## config.mk

```make
export PLATFORM = sky130hd
export DESIGN_NAME = serial_word_comparator
export DESIGN_NICKNAME = d
export VERILOG_FILES = /design/src/rtl/serial_word_comparator.sv
export SDC_FILE = /design/constraint.sdc
export NUM_CORES = 1
export LEC_CHECK = 0
export ABC_AREA = 1
export CAP_MARGIN = 20
export CORE_ASPECT_RATIO = 0.8
export CORE_UTILIZATION = 50
export DETAILED_ROUTE_END_ITERATION = 10
export GPL_TIMING_DRIVEN = 0
export PLACE_DENSITY = 0.77
export SYNTH_ARGS = -nofsm -noshare
export SYNTH_HDL_FRONTEND = slang
export SYNTH_SLANG_ARGS = --single-unit
```

## constraint.sdc

```tcl
create_clock -name clk -period 1.48 [get_ports clk]
set_input_delay 0.222 -clock clk [delete_from_list [all_inputs] [get_ports clk]]
set_output_delay 0.222 -clock clk [all_outputs]
set_load 0.005 [all_outputs]
```

## src/rtl/serial_word_comparator.sv

```systemverilog
// serial_word_comparator: bit-serial MSB-first magnitude comparator.
// Both operands are shifted out MSB-first. The first bit pair that differs
// decides the result, and later bits are ignored.
// Optional build macro SERIAL_WORD_COMPARATOR_EARLY_EXIT_EN: when it is defined,
// the block leaves SHIFT on the cycle the result is decided instead of
// shifting all WIDTH bits. The result flags are the same either way.
module serial_word_comparator #(
    parameter int WIDTH = 8
) (
    input  logic             clk,
    input  logic             rst_n,
    input  logic             in_valid,
    output logic             in_ready,
    input  logic [WIDTH-1:0] a,
    input  logic [WIDTH-1:0] b,
    output logic             out_valid,
    input  logic             out_ready,
    output logic             a_equals_b,
    output logic             a_greater_b,
    output logic             a_less_b
);
    localparam int CW = (WIDTH > 2) ? $clog2(WIDTH) : 1;

    typedef enum logic [1:0] {IDLE, SHIFT, DONE} state_t;

    state_t           state_q;
    logic [WIDTH-1:0] sa_q, sb_q;
    logic [CW-1:0]    cnt_q;
    logic             decided_q, gt_q, lt_q;
    logic             in_ready_q, out_valid_q, eq_out_q, gt_out_q, lt_out_q;

    logic             sa_msb, sb_msb;
    logic             decided_d, gt_d, lt_d, finish_d;

    // One step of the 1-bit comparator rule. The first differing pair latches gt/lt.
    always_comb begin
        sa_msb    = sa_q[WIDTH-1];
        sb_msb    = sb_q[WIDTH-1];
        decided_d = decided_q;
        gt_d      = gt_q;
        lt_d      = lt_q;
        if (!decided_q && (sa_msb != sb_msb)) begin
            decided_d = 1'b1;
            gt_d      = sa_msb & ~sb_msb;
            lt_d      = ~sa_msb & sb_msb;
        end
`ifdef SERIAL_WORD_COMPARATOR_EARLY_EXIT_EN
        finish_d = (cnt_q == '0) || (decided_d && !decided_q);
`else
        finish_d = (cnt_q == '0);
`endif
    end

    // Control FSM with registered handshake signals and result flags.
    always_ff @(posedge clk) begin
        if (!rst_n) begin
            state_q     <= IDLE;
            sa_q        <= '0;
            sb_q        <= '0;
            cnt_q       <= '0;
            decided_q   <= 1'b0;
            gt_q        <= 1'b0;
            lt_q        <= 1'b0;
            in_ready_q  <= 1'b1;
            out_valid_q <= 1'b0;
            eq_out_q    <= 1'b0;
            gt_out_q    <= 1'b0;
            lt_out_q    <= 1'b0;
        end else begin
            case (state_q)
                IDLE: begin
                    if (in_valid) begin
                        sa_q       <= a;
                        sb_q       <= b;
                        cnt_q      <= CW'(WIDTH - 1);
                        decided_q  <= 1'b0;
                        gt_q       <= 1'b0;
                        lt_q       <= 1'b0;
                        in_ready_q <= 1'b0;
                        state_q    <= SHIFT;
                    end
                end
                SHIFT: begin
                    sa_q      <= {sa_q[WIDTH-2:0], 1'b0};
                    sb_q      <= {sb_q[WIDTH-2:0], 1'b0};
                    cnt_q     <= cnt_q - 1'b1;
                    decided_q <= decided_d;
                    gt_q      <= gt_d;
                    lt_q      <= lt_d;
                    if (finish_d) begin
                        state_q     <= DONE;
                        out_valid_q <= 1'b1;
                        eq_out_q    <= ~decided_d;
                        gt_out_q    <= gt_d;
                        lt_out_q    <= lt_d;
                    end
                end
                DONE: begin
                    if (out_ready) begin
                        state_q     <= IDLE;
                        out_valid_q <= 1'b0;
                        eq_out_q    <= 1'b0;
                        gt_out_q    <= 1'b0;
                        lt_out_q    <= 1'b0;
                        in_ready_q  <= 1'b1;
                    end
                end
                default: state_q <= IDLE;
            endcase
        end
    end

    assign in_ready    = in_ready_q;
    assign out_valid   = out_valid_q;
    assign a_equals_b  = eq_out_q;
    assign a_greater_b = gt_out_q;
    assign a_less_b    = lt_out_q;

endmodule

```

# After elaboration in Yosys (flattened, before gate mapping)
# Cells that the tools add are included.
# op_classes
reduce_logical	11
bitwise	5
eq_ne	6
n_mux	28
add_sub_neg	1
# op_table
op	count
case mux 8 bit (2 select lines)	2
two-way mux 8 bit	2
case mux 1 bit (2 select lines)	8
two-way mux 1 bit	10
AND reduction 3 bit	3
two-way mux 2 bit	3
!= test 2 bit (second input constant)	3
case mux 2 bit (3 select lines)	1
case mux 3 bit (2 select lines)	1
nonzero test 2 bit	3
logical NOT 3 bit	1
two-way mux 3 bit	1
NOT 1 bit	3
subtractor 3 x 1 -> 3 bit (second input constant)	1
bitwise AND 1 bit	2
equality test 2 x 1 -> 1 bit (second input constant)	1
equality test 2 bit (second input constant)	1
logical NOT 2 bit	1
AND reduction 2 bit	1
logical AND 1 bit	1
logical NOT 1 bit	1
!= test 1 bit	1
# totals
register_bits	29
word_cells	63

# Longest topological paths before layout
# depth
ltp_word	6
depth_mapped	8
ltp_nobuf	7

# Worst setup path after synthesis
# No wires, ideal clock.
# synth_path
kind	register -> register
from	register state_q[1]
to	register in_ready_q (netlist: in_ready)
stages_incl_launch_ff	8
path_slack_ns	0.328
required_time_ns	1.347
period_less_slack_ns	1.152
arrival_ns	1.019
cell_sequence	dfxtp_1 -> inv_2 -> nand2_2 -> nor2_4 -> buf_2 -> inv_1 -> nand2_1 -> nand3_1
# synth_via
elab_chain_len	3
# synth_lines
item	line_no	rtl
start, declared	26	state_t state_q;
start signal, assigned	57	state_q <= IDLE;
start signal, assigned	80	state_q <= SHIFT;
start signal, assigned	91	state_q <= DONE;
equality test 2 bit / logical NOT 2 bit (equally long branches)	70	case (state_q)
!= test 2 bit (no line) / nonzero test 2 bit (equally long branches)	-	
AND reduction 3 bit (no line)	-	
end signal, assigned	64	in_ready_q <= 1'b1;
end signal, assigned	79	in_ready_q <= 1'b0;
end signal, assigned	105	in_ready_q <= 1'b1;
end, declared	30	logic in_ready_q, out_valid_q, eq_out_q, gt_out_q, lt_out_q;
# Several ways; a longest one is shown, not always the timed one.
# A chain may end at the register's enable or synchronous reset.

# Worst setup path in the final report
# layout_path
from	register out_valid_q (netlist: out_valid)
to	output out_valid
# layout_lines
item	line_no	rtl
start, declared	30	
start signal, assigned	65	out_valid_q <= 1'b0;
start signal, assigned	92	out_valid_q <= 1'b1;
start signal, assigned	101	out_valid_q <= 1'b0;
end, declared	16	output logic out_valid,
# No word-level cell between the ends.

==> flow_summary.toml <==
[status]
status = "finished, final reports clean"

[setup_path]
critPathRequiredTime_ns = 1.26
rr_worst_depth = 7
crit_end = "out_valid"
r2r_slack_ns = 0.16
cp.arrival_ns = 1.17
crit_type = "register to output pin"
critical_path_cell_count = 1
worstPathCellList = "clkdlybuf4s50_1"
cp-startpoint = "out_valid"
endpoint_kind = "output pin"
cp_max_fo = 2
critical_path_buf_inv_count = 1
regToRegEndpoint = "a_greater_b"
r2r-start = "sa_q[7]"
cpMaxStageDelayCell = "clkdlybuf4s50_1"
cp_top_family = "buffers and inverters"
setup.worst_path.start_class = "register"
slowest_delay_ns = 0.51

[yosys]
synth.most_common_cell = "nand2_1"
yosysSeqAreaShare = 0.441
ys_async_sr_fraction = 0
synth_flop_cell = "dfxtp_1"
synth_area_leaders = "dfxtp_1, nand2_1, nor2_1"
yosys_warnings = 0
synth_top_area_cell = "dfxtp_1"
synth-edff-count = 0
synth_compound_area_frac = 0.0646
synth_top_area_share = 0.441
synthTopCellsByCount = "nand2_1, nor2_1, dfxtp_1"
synth-simple-area-share = 0.374
netlist_instances = 200
syn_area_mm2 = 0.00132
synth.area.mux_share = 0
synth_top_family_by_area = "simple AND/OR/NAND/NOR gates"
synth_adder_area_share = 0.0380
ys_types = 15
synth_seq_cells = 29
synth_xor_area_frac = 0
avgSynthCellArea_um2 = 6.59
synth_nets = 224

[cts]
cts_hold_buf = 0
htree_num_levels = 2
cts_root_buffer = "clkbuf_4"
cts_buffer_depth = 2
clk_latency_ns = 0.32
cts_tree = "yes"
cts_made_buffers = 5
numClockSinks = 29
path_clk_slew_ns = 0.09

[routing]
drtIter0Drc = 79
routed_wl_um = 2940
drc = 0
post_drt_wl_per_cell_um = 10.9
antenna_left = 0
via_per_inst = 4.82
drtPass1Iterations = 4
via_count = 1301

[placed_design]
gp_congestion = 0.806
post-dp-hpwl_um = 2210
place_inst = 260
io_buffers = 24

[power_and_ir_drop]
p_leak_nw = 0.771
powerDensity_mw_per_mm2 = 991
vdd_drop_max_mv = 0.528

[layout]
fin_cells = 270
diodes = 0
final_util = 0.680
area_growth_pct = 27.1
drive_gt1_frac = 0.0769
num-nets-final = 257

[floorplanning]
fp.dieH_um = 47.9
die-width_um = 59.4
rows = 16
io_pins = 25
dieArea_mm2 = 0.00285
initial_core_util = 0.535
coreArea_mm2 = 0.00246

[sta]
finalCriticalPeriod_ns = 1.39
hold_viol = 0
slew_headroom = 0.706
fmax_ghz = 0.717
rsz0062_at_grt = "false"
setup_viol = 0
tightest_slew_ns = 0.441
finClkSkew_ns = 0.00596
drv_slew = 0
finalSetupTns_ns = 0
period_share = 0.943

[global_route]
grt_pass1_vias = 1114
grt.overflow.total = 0
antenna_found_initial = 0
grt_pass1_wl_um = 4720
grtUsageTotal = 0.237
grt_max_degree = 11

[run]
maxCapViolCount = 0

[min_path]
hp-class = "primary input to register"
[tightest hold or removal path: cells and delay by family]
kind	cells	cell delay, ns
buffers and inverters	1	0.40
AND/OR/NAND/NOR	1	0.07
AO/OA/AOI/OAI	1	0.06
[routing by layer]
metal	GRT usage	vias to the layer above	wire [µm]
li1	-	679	-
met1	0.273	583	1280
met2	0.407	35	1490
met3	0.0919	4	147
met4	0.0905	0	21
met5	0	-	0
[placed cells by master (no fill, tap or decap)]
cell | synthesis | final
a21oi_1 | 12 | 12
buf_1 | 2 | 2
buf_2 | 3 | 2
buf_4 | 0 | 2
clkbuf_1 | 0 | 3
clkbuf_4 | 0 | 6
clkdlybuf4s50_1 | 0 | 24
clkinv_1 | 1 | 1
clkinvlp_4 | 0 | 1
dfxtp_1 | 29 | 28
dfxtp_2 | 0 | 1
ha_1 | 4 | 4
inv_1 | 20 | 19
inv_2 | 2 | 2
nand2_1 | 71 | 71
nand2_2 | 3 | 3
nand3_1 | 15 | 15
nor2_1 | 31 | 31
nor2_4 | 1 | 1
nor3_1 | 1 | 1
o21ai_0 | 5 | 5
[report_power, final]
group	internal, mW	switching [mW]	leakage [nW]	total [mW]
sequential	0.838	0.0326	0.238	0.870
combinational	0.148	0.194	0.506	0.342
clock	0.189	0.257	0.0265	0.447
[state kept, by name, summed over array words and instances (netlist names)]
signal and count:
in_ready 1, cnt_q 3, sa_q 8, decided_q 1, out_valid 1, state_q 2, a_greater_b 1, sb_q 8
a_less_b 1, gt_q 1, a_equals_b 1, lt_q 1
[what timing repair did]
action,4_1_cts,5_1_grt
setup endpoints to repair,0,10
gates resized for setup,0,3
setup buffers,0,2
[logic make-up (layout without fill, tap and decap cells)]
family | after synthesis | after routing
and+or+nand+nor | 122 | 122
DFF | 29 | 29
adders and majority gates | 4 | 4
buffers and inverters | 28 | 62
AOI/OAI and AO/OA | 17 | 17
[how the worst min path moves through the flow]
stage	start	endpoint	slack (ns)	depth (start not counted)
floorplan	rst_n	cnt_q[0]	0.36	2
global placement	a_less_b	a_less_b	0.45	2
detailed placement	a_less_b	a_less_b	0.46	2
CTS	b[0]	sb_q[0]	0.47	3
global route	b[0]	sb_q[0]	0.46	3
finish	a[0]	sa_q[0]	0.47	3
[final cells by class]
class	count	area, µm²
Fill cell	212	788
Inverter	23	90.1
Tap cell	36	45.0
Timing Repair Buffer	26	255
Clock buffer	8	48.8
Buffer	5	25.0
Sequential cell	29	582
Multi-Input combinational cell	143	628
[stage by stage]
| stage | area, µm² | power (mW) | setup slack, ns | hold slack, ns |
|---|---|---|---|---|
| floorplan | 1320 | 1.09 | 0.328 | 0.360 |
| global placement | 1600 | 1.20 | -0.206 | 0.450 |
| detailed placement | 1600 | 1.22 | -0.239 | 0.457 |
| CTS | 1650 | 1.65 | 0.0833 | 0.467 |
| global route | 1670 | 1.76 | 0.0364 | 0.462 |
| finish | 1670 | 1.66 | 0.0851 | 0.467 |
No activity file was read; power rests on OpenSTA's default activity.
